`src/rtl/fta_bus_pkg.sv`:
```
// FTA bus request/response types shared by the request queue and its FIFO.
// Also holds small decode helpers used by the issue sequencer.
package fta_bus_pkg;

    typedef enum logic [2:0] {
        CLASSIC = 3'd0,
        ERC     = 3'd1,
        INCR    = 3'd2,
        EOB     = 3'd7
    } fta_cti_t;

    typedef enum logic [1:0] {
        OKAY = 2'd0,
        ERR  = 2'd1,
        IRQ  = 2'd2,
        RSVD = 2'd3
    } fta_err_t;

    typedef struct packed {
        logic        cyc;
        logic        we;
        fta_cti_t    cti;
        logic [3:0]  pri;
        logic [7:0]  tid;
        logic [3:0]  sel;
        logic [31:0] adr;
        logic [31:0] dat;
    } fta_cmd_request32_t;

    typedef struct packed {
        logic        ack;
        fta_err_t    err;
        logic [3:0]  pri;
        logic [7:0]  tid;
        logic [31:0] adr;
        logic [31:0] dat;
    } fta_cmd_response32_t;

    // Reads and ERC writes expect a response from the bridge; plain writes do not.
    function automatic logic needs_resp(input fta_cmd_request32_t r);
        return (!r.we) || (r.cti == ERC);
    endfunction

endpackage

```
`src/rtl/fta_req_fifo.sv`:
```
// Circular request buffer with registered full/empty flags and occupancy count.
// Pushes while full and pops while empty are ignored.
module fta_req_fifo
    import fta_bus_pkg::*;
#(
    parameter int DEPTH = 8
) (
    input  logic                     clk,
    input  logic                     rst_n,
    input  logic                     push,
    input  fta_cmd_request32_t       din,
    input  logic                     pop,
    output fta_cmd_request32_t       dout,
    output logic                     full,
    output logic                     empty,
    output logic [$clog2(DEPTH):0]   count
);

    localparam int AW = $clog2(DEPTH);
    localparam logic [AW:0] FULL_CNT = (AW+1)'(DEPTH);

    fta_cmd_request32_t mem_r [DEPTH];
    logic [AW-1:0] wr_ptr_r;
    logic [AW-1:0] rd_ptr_r;
    logic [AW:0]   count_r;
    logic [AW:0]   count_next_s;
    logic          full_r;
    logic          empty_r;
    logic          push_ok_s;
    logic          pop_ok_s;

    // Qualify requests against the current flags and derive the next occupancy.
    always_comb begin
        push_ok_s    = push && !full_r;
        pop_ok_s     = pop && !empty_r;
        count_next_s = count_r;
        case ({push_ok_s, pop_ok_s})
            2'b10:   count_next_s = count_r + (AW+1)'(1);
            2'b01:   count_next_s = count_r - (AW+1)'(1);
            default: count_next_s = count_r;
        endcase
    end

    // Pointers, count and flags; pointers wrap naturally at DEPTH.
    always_ff @(posedge clk or negedge rst_n) begin
        if (!rst_n) begin
            wr_ptr_r <= '0;
            rd_ptr_r <= '0;
            count_r  <= '0;
            full_r   <= 1'b0;
            empty_r  <= 1'b1;
        end else begin
            if (push_ok_s) begin
                wr_ptr_r <= wr_ptr_r + AW'(1);
            end
            if (pop_ok_s) begin
                rd_ptr_r <= rd_ptr_r + AW'(1);
            end
            count_r <= count_next_s;
            full_r  <= (count_next_s == FULL_CNT);
            empty_r <= (count_next_s == (AW+1)'(0));
        end
    end

    // Storage array; contents are don't-care until written.
    always_ff @(posedge clk) begin
        if (push_ok_s) begin
            mem_r[wr_ptr_r] <= din;
        end
    end

    assign dout  = mem_r[rd_ptr_r];
    assign full  = full_r;
    assign empty = empty_r;
    assign count = count_r;

endmodule

```
`src/rtl/fta_req_queue32.sv`:
```
// Request queue and one-at-a-time issue sequencer in front of the FTA-to-WISHBONE bridge.
// Forwards matching/IRQ responses and synthesises an error response on read timeout.
module fta_req_queue32
    import fta_bus_pkg::*;
#(
    parameter int DEPTH   = 8,
    parameter int WR_GAP  = 4,
    parameter int TIMEOUT = 255
) (
    input  logic                clk,
    input  logic                rst,
    input  fta_cmd_request32_t  req_i,
    output logic                full_o,
    output fta_cmd_request32_t  req_o,
    input  fta_cmd_response32_t resp_i,
    output fta_cmd_response32_t resp_o,
    output logic                busy_o
);

    typedef enum logic [1:0] {
        IDLE     = 2'd0,
        ISSUE    = 2'd1,
        WAIT_RSP = 2'd2,
        WAIT_GAP = 2'd3
    } state_t;

    localparam int          CW         = $clog2(DEPTH) + 1;
    localparam logic [7:0]  TIMEOUT_C  = 8'(TIMEOUT);
    localparam logic [7:0]  GAP_LAST_C = 8'(WR_GAP - 1);
    localparam bit          GAP_EN     = (WR_GAP != 0);

    state_t              state_r;
    state_t              state_next_s;
    logic                tout_pend_r;
    logic                pend_next_s;
    fta_cmd_request32_t  hold_r;
    logic [7:0]          timer_r;
    logic [7:0]          gap_r;
    fta_cmd_response32_t resp_r;
    fta_cmd_response32_t resp_next_s;
    fta_cmd_response32_t tout_resp_s;
    fta_cmd_request32_t  req_s;
    logic                busy_r;
    logic                busy_next_s;

    fta_cmd_request32_t  head_s;
    logic                fifo_full_s;
    logic                fifo_empty_s;
    logic [CW-1:0]       fifo_count_s;
    logic                pop_s;
    logic                push_ok_s;
    logic                irq_s;
    logic                match_s;
    logic                timeout_s;

    fta_req_fifo #(
        .DEPTH (DEPTH)
    ) u_fifo (
        .clk   (clk),
        .rst_n (rst),
        .push  (req_i.cyc),
        .din   (req_i),
        .pop   (pop_s),
        .dout  (head_s),
        .full  (fifo_full_s),
        .empty (fifo_empty_s),
        .count (fifo_count_s)
    );

    // Response classification and the synthetic timeout response.
    always_comb begin
        irq_s     = resp_i.ack && (resp_i.err == IRQ);
        match_s   = resp_i.ack && !irq_s && (resp_i.tid == hold_r.tid);
        timeout_s = (timer_r == TIMEOUT_C);
        push_ok_s = req_i.cyc && !fifo_full_s;
        tout_resp_s     = '0;
        tout_resp_s.ack = 1'b1;
        tout_resp_s.err = ERR;
        tout_resp_s.pri = hold_r.pri;
        tout_resp_s.tid = hold_r.tid;
        tout_resp_s.adr = hold_r.adr;
    end

    // FSM state register, including the deferred-timeout flag.
    always_ff @(posedge clk or negedge rst) begin
        if (!rst) begin
            state_r     <= IDLE;
            tout_pend_r <= 1'b0;
        end else begin
            state_r     <= state_next_s;
            tout_pend_r <= pend_next_s;
        end
    end

    // FSM next-state logic; an IRQ colliding with a timeout defers the timeout one cycle.
    always_comb begin
        state_next_s = state_r;
        pend_next_s  = tout_pend_r;
        case (state_r)
            IDLE: begin
                if (!fifo_empty_s) begin
                    state_next_s = ISSUE;
                end else begin
                    state_next_s = IDLE;
                end
            end
            ISSUE: begin
                if (needs_resp(hold_r)) begin
                    state_next_s = WAIT_RSP;
                end else if (GAP_EN) begin
                    state_next_s = WAIT_GAP;
                end else begin
                    state_next_s = IDLE;
                end
            end
            WAIT_RSP: begin
                if (tout_pend_r) begin
                    if (!irq_s) begin
                        state_next_s = IDLE;
                        pend_next_s  = 1'b0;
                    end else begin
                        state_next_s = WAIT_RSP;
                    end
                end else if (match_s) begin
                    state_next_s = IDLE;
                end else if (timeout_s) begin
                    if (irq_s) begin
                        pend_next_s = 1'b1;
                    end else begin
                        state_next_s = IDLE;
                    end
                end else begin
                    state_next_s = WAIT_RSP;
                end
            end
            WAIT_GAP: begin
                if (gap_r == GAP_LAST_C) begin
                    state_next_s = IDLE;
                end else begin
                    state_next_s = WAIT_GAP;
                end
            end
            default: begin
                state_next_s = IDLE;
                pend_next_s  = 1'b0;
            end
        endcase
    end

    // FSM outputs: queue pop, issue pulse, response mux and next busy flag.
    always_comb begin
        pop_s       = (state_r == IDLE) && !fifo_empty_s;
        req_s       = '0;
        resp_next_s = '0;
        if (state_r == ISSUE) begin
            req_s = hold_r;
        end else begin
            req_s = '0;
        end
        if (irq_s) begin
            resp_next_s = resp_i;
        end else if ((state_r == WAIT_RSP) && tout_pend_r) begin
            resp_next_s = tout_resp_s;
        end else if ((state_r == WAIT_RSP) && match_s) begin
            resp_next_s = resp_i;
        end else if ((state_r == WAIT_RSP) && timeout_s) begin
            resp_next_s = tout_resp_s;
        end else begin
            resp_next_s = '0;
        end
        busy_next_s = (state_next_s != IDLE) || push_ok_s ||
                      (fifo_count_s > CW'(1)) ||
                      ((fifo_count_s == CW'(1)) && !pop_s);
    end

    // Hold register, response timer, write-gap counter and registered outputs.
    always_ff @(posedge clk or negedge rst) begin
        if (!rst) begin
            hold_r  <= '0;
            timer_r <= 8'd0;
            gap_r   <= 8'd0;
            resp_r  <= '0;
            busy_r  <= 1'b0;
        end else begin
            if (pop_s) begin
                hold_r     <= head_s;
                hold_r.cyc <= 1'b1;
            end
            if (state_next_s == ISSUE) begin
                timer_r <= 8'd0;
            end else if (((state_r == ISSUE) || (state_r == WAIT_RSP)) && !timeout_s) begin
                timer_r <= timer_r + 8'd1;
            end
            if (state_r != WAIT_GAP) begin
                gap_r <= 8'd0;
            end else begin
                gap_r <= gap_r + 8'd1;
            end
            resp_r <= resp_next_s;
            busy_r <= busy_next_s;
        end
    end

    assign req_o  = req_s;
    assign resp_o = resp_r;
    assign full_o = fifo_full_s;
    assign busy_o = busy_r;

endmodule

```
`config.mk`:
```
export PLATFORM = sky130hd
export DESIGN_NAME = fta_req_queue32
export DESIGN_NICKNAME = d
export VERILOG_FILES = /design/src/rtl/fta_bus_pkg.sv /design/src/rtl/fta_req_fifo.sv /design/src/rtl/fta_req_queue32.sv
export SDC_FILE = /design/constraint.sdc
export NUM_CORES = 1
export LEC_CHECK = 0
export ABC_AREA = 0
export CAP_MARGIN = 0
export CORE_MARGIN = 3
export CORE_UTILIZATION = 51
export DETAILED_ROUTE_END_ITERATION = 7
export PLACE_DENSITY = 0.73
export SKIP_CTS_REPAIR_TIMING = 1
export SYNTH_ARGS = -nofsm -noshare
export SYNTH_HDL_FRONTEND = slang
export SYNTH_SLANG_ARGS = --single-unit
export TNS_END_PERCENT = 50
```
`constraint.sdc`:
```
create_clock -name clk -period 7.7 [get_ports clk]
set_input_delay 1.155 -clock clk [delete_from_list [all_inputs] [get_ports clk]]
set_output_delay 1.155 -clock clk [all_outputs]
set_load 0.01 [all_outputs]
```
# Word-level counts from Yosys, hierarchy flattened

Memories as Yosys holds them, arrays and structs flattened. A register that Yosys moved wholly into a read port is not among the register bits.
Index checks and enable logic that the tools add are counted.
W data, S select, Z words.

Multiplexer cells: 24
Eq/ne operators: 14
Reductions and logical operators: 27
Add/subtract/negate cells: 6
Order comparisons: 1

Operator list:

| cell                  | number |
|---|---|
| $mux W79              | 4 |
| $mux W85              | 1 |
| $mux W8               | 3 |
| $add A8 B1 Y8 const B | 2 |
| $mux W2               | 6 |
| $logic_and A1 B1 Y1   | 11 |
| $eq A2 B2 Y1 const B  | 4 |
| $eq A8 B2 Y1 const B  | 1 |
| $eq A8 B8 Y1          | 1 |
| $eq A8 B8 Y1 const B  | 1 |
| $mux W1               | 8 |
| $pmux W2 S4           | 1 |
| $pmux W4 S2           | 1 |
| $logic_not A1 Y1      | 7 |
| $add A3 B1 Y3 const B | 2 |
| $eq A2 B1 Y1 const B  | 3 |
| $logic_or A1 B1 Y1    | 5 |
| $add A4 B1 Y4 const B | 1 |
| $eq A4 B1 Y1 const B  | 1 |
| $eq A4 B4 Y1 const B  | 1 |
| $gt A4 B1 Y1 const B  | 1 |
| $logic_not A4 Y1      | 1 |
| $reduce_bool A2 Y1    | 2 |
| $sub A4 B1 Y4 const B | 1 |
| other kinds (3)       | 3 |

Bits of input ports: 166
Flip-flop bits (word level): 112
Output and inout bits: 166
RAM bits: 680
Memories: 1

Memories:

| memory       | depth | bits a word | read ports | clocked after memory_dff | write ports | RTL line           | source |
|---|---|---|---|---|---|---|---|
| u_fifo.mem_r | 8     | 85          | 1          | 1                        | 1           | fta_req_fifo.sv:22 | `fta_cmd_request32_t mem_r [DEPTH];` |

# Depth between registers and ports, before layout

Depth in word-level cells: 12
Depth in mapped cells: 12
Gate-level depth less buffers: 10

# Modules after synthesis

Synthesis repeated with hierarchy kept, for this count alone.

Cell total of the unflattened synthesis: 1624
Area total of the unflattened synthesis: 33741.1 µm²

Modules (own cells, without submodules):

| module          | cells each | instances | area an instance (µm²) |
|---|---|---|---|
| fta_req_fifo    | 1054       | 1         | 26123.8 |
| fta_req_queue32 | 570        | 1         | 7617.3 |

# Least setup slack after synthesis

Ideal clock, no wire load.

Kind: input port to flip-flop
From: input port req_i[84] (netlist name)
To: memory u_fifo.mem_r[0][0] (netlist name), enable pin
Path slack: -0.282 ns
Data arrival time: 7.353 ns
Stages: 4
Required time: 7.071 ns
Setup time: 0.629 ns
Cells stage by stage: nor2b_1 -> clkbuf_1 -> nand2b_1 -> nor3_1

Cells in the longest elaborated chain, start to end: 3

Ends and longest elaborated chain:

| element                       | RTL line              | source |
|---|---|---|
| from (decl)                   | fta_req_queue32.sv:12 | `input fta_cmd_request32_t req_i,` |
| $logic_and A1 B1 Y1           | --                    |  |
| net push_ok_s                 | fta_req_queue32.sv:51 | `logic push_ok_s;` |
| $mux W1                       | fta_req_fifo.sv:67    | `if (push_ok_s) begin` |
| $mux W1 (not written as such) | fta_req_fifo.sv:68    | `mem_r[wr_ptr_r] <= din;` |
| to (decl)                     | fta_req_fifo.sv:22    |  |

The timed path passes the listed nets, and every way through them passes these cells.

# Worst setup path after layout

From: input port req_i[84] (netlist name)
To: memory u_fifo.mem_r[3][7] (netlist name), enable pin

Cells in the longest elaborated chain, start to end: 3

Ends and longest elaborated chain:

| element                       | RTL line           | source |
|---|---|---|
| $logic_and A1 B1 Y1           | fta_req_fifo.sv:34 | `push_ok_s = push && !full_r;` |
| $mux W1                       | fta_req_fifo.sv:67 |  |
| $mux W1 (not written as such) | fta_req_fifo.sv:68 |  |

No other way between the ends.

==> impl_results.md <==
* Status: finished clean
* Post-synth EDFFs at 672
* Crit path max fanout at 37
* Initial Util at 52.00%
* I/O pins at 332
* Antenna Violating Nets Remaining at 0
* Htree depth at 3
* FF-to-FF setup slack at 4.23 ns
* Core Region at 0.06366 mm^2
* Simple-gate share of the synthesized area at 4.612%
* Leakage power at 14.25 nW
* Cell Area, Placed at 0.03744 mm^2
* Final core occ at 63.60%
* Sequential area share after synthesis at 75.79%
* Synth Area in XOR/XNOR at 0.5822%
* CTS Root Buffer Type: clkbuf_16
* Vias per std cell at 5.614
* Top post-synthesis cells by area: edfxtp_1 61%, dfrtp_1 15%, mux4_2 11%, mux2i_1 2.6%, and2_1 2.4%
* Reg clk slew, reported paths at 0.06 ns
* Syn_nets at 1890
* Largest family of logic cells by synthesized area: multiplexers
* RSZ-0062 raised after global routing: no
* F_max at 246.8 MHz
* Detailed Routing Iterations Pass 1 at 4
* CTS max path bufs at 3
* Post-synth top area cell: edfxtp_1
* Final setup violating endpoints at 0
* Clk pwr share at 30.3%
* DRC at 0
* Die area at 0.06799 mm^2
* Placed Cells at 2820
* Die Y at 260.8 um
* DRT iter0 DRCs at 1457
* Top-area cell type share of the netlist area at 60.97%
* Sw Ratio at 28.75%
* Fraction of registers with async set/reset at 22.58%
* Final wirelength at 70520 um
* Syn Inst Count at 1710
* Hold crit path type: reg2reg
* Skew final at 0.01473 ns
* Fin crit share at 52.63%
* CTS tree: yes
* Type of origin of the critical path: primary input
* Mux cell area share after synthesis at 14.13%
* Type of the worst setup path: in2reg
* Crit path time final at 4.053 ns
* Pin count of the biggest net entering global routing at 130
* Peak supply drop at 0.3287 mV
* Clock sinks at 868
* DR WL/cell at 23.55 um
* Final Max Slew Viols at 0
* Top_reg_cell synth: edfxtp_1
* GRT Total Usage at 20.86%
* Nets at 2244
* Clock Latency Late Sink at 0.63 ns
* Core Rows at 92
* Crit path arrival time at 4.30 ns
* Mapped Area at 0.03310 mm^2
* Vias in the first global route at 17816
* Final instance area at 0.04049 mm^2
* Sequential share of power at 44.5%
* DPL Wire Length at 41610 um
* Comb power frac at 25.2%
* Synth Register Bits at 868
* Initial antenna violation count at 9
* Warnings from Yosys at 0
* CP required at 7.95 ns
* Power Density at 354.7 mW/mm^2
* Via count at 16809
* Mean Syn Cell Area at 19.36 um^2
* Worst-Margin Slew at 1.410 ns
* Int Pwr at 10.23 mW
* CP Capture Type: flop
* Area Overhead vs Synth at 22.32%
* Chip width at 260.8 um
* Port Buffer Count at 331
* Netlist cell types at 48
* Final Non-Filler Cells at 2994
* Synth Area in Compound Gates at 3.149%
* Adder-Cell Fraction of Synth Area at 0.5292%
* Layout cells sized above 1 at 16.73%
* Placer congestion estimate at 0.7500
* Most common cell in the synthesized netlist: edfxtp_1
* Max cap viols at 0
* CTS buffer count at 88
* Top cells by count, synth: 672 x edfxtp_1, 195 x dfrtp_1, 168 x mux4_2
* First-pass GRT wire length at 107200 um
* Switching power at 4.128 mW
* Final Hold Fails at 0
* Max-Slew Margin vs Limit at 5.972%
* Overflow after GRT at 0
==> flip-flops by register name, summed over array words and instances (netlist names) <==
name             count
timer_r              8
u_fifo.rd_ptr_r      3
u_fifo.mem_r       672
busy_o               1
resp_o              79
u_fifo.full          1
tout_pend_r          1
u_fifo.count         4
state_r              2
u_fifo.empty         1
hold_r              85
u_fifo.wr_ptr_r      3
gap_r                8
==> cells by family after synthesis <==
group	after synthesis
xor+xnor	22
simple gates	288
buf+inv	99
fa+ha+maj	14
compound gates	162
mux	257
flops	868
==> cells in the final DEF, fill, tap and decap left out, types with 5 or more instances in the layout <==
| cell type | instances |
|---|---|
| edfxtp_1 | 672 |
| clkdlybuf4s50_1 | 330 |
| dfrtp_1 | 192 |
| mux4_2 | 168 |
| and2_1 | 125 |
| nand2_1 | 102 |
| clkbuf_16 | 94 |
| o21ai_0 | 89 |
| mux2i_1 | 87 |
| a22o_1 | 44 |
| buf_4 | 19 |
| clkinv_2 | 17 |
| clkbuf_1 | 17 |
| a21oi_1 | 14 |
| xnor2_1 | 13 |
| ha_1 | 13 |
| clkbuf_8 | 12 |
| nand3_1 | 10 |
| xor2_1 | 9 |
| diode_2 | 8 |
| inv_1 | 8 |
| clkinv_1 | 8 |
| nor2b_1 | 7 |
| bufinv_16 | 7 |
| nor2_1 | 6 |
| nor2_4 | 6 |
| nand4_1 | 5 |
| nand2b_1 | 5 |
| clkinvlp_4 | 5 |
==> worst max-delay path, cell delays in order <==
cell	delay (ns)
clkdlybuf4s50_1	0.47
nor2b_1	0.61
nand2_1	0.39
nor2_4	0.98
buf_4	0.66
==> metal layers <==
| metal | vias to the layer above | wire, um | track usage (%) |
|---|---|---|---|
| li1 | 7436 | - | - |
| met1 | 8760 | 29560 | 28.30 |
| met2 | 495 | 35190 | 34.44 |
| met3 | 112 | 4186 | 4.532 |
| met4 | 6 | 1528 | 5.946 |
| met5 | - | 45 | 0 |
==> through the flow <==
stage	setup slack, ns	power, mW	TNS, ns	hold WS [ns]
after floorplan	-0.2817	8.814	-23.66	0.4241
after global placement	3.105	10.07	0	0.4394
after detailed placement	3.064	10.18	0	0.4629
after CTS	3.626	14.53	0	0.4722
after global routing	3.450	15.05	0	0.4972
final	3.647	14.36	0	0.4687
==> cell type report <==
type | instances | area (um^2)
Fill cell | 4280 | 23170
Antenna cell | 8 | 20.02
Clock buffer | 123 | 2581
Clock inverter | 43 | 449.2
Multi-Input combinational cell | 743 | 7706
Sequential cell | 868 | 25100
Timing Repair Buffer | 354 | 3541
Inverter | 9 | 33.78
Tap cell | 846 | 1059
==> power groups by stage <==
stage	clock network (mW)	registers (mW)	logic, mW
after floorplan	0	6.21	2.60
after global placement	0	6.46	3.61
after detailed placement	0	6.50	3.67
after CTS	4.43	6.41	3.69
after global routing	4.62	6.49	3.94
final	4.35	6.40	3.62
==> worst paths after layout <==
| path | cells past startpoint | endpoint | from |
|---|---|---|---|
| worst max-delay path | 5 | u_fifo.mem_r[3][7]$_DFFE_PP_ | req_i[84] |
| worst min-delay path | 1 | gap_r[0]$_DFF_PN0_ | gap_r[0]$_DFF_PN0_ |
| worst max register to register | 4 | u_fifo.mem_r[3][7]$_DFFE_PP_ | u_fifo.full$_DFF_PN0_ |
| worst min register to register | 1 | gap_r[0]$_DFF_PN0_ | gap_r[0]$_DFF_PN0_ |
| max in group asynchronous | 2 | hold_r[49]$_DFFE_PN0P_ | rst |
| min in group asynchronous | 1 | resp_o[33]$_DFF_PN0_ | rst |
Note: power is estimated with default switching activity, not from simulation.
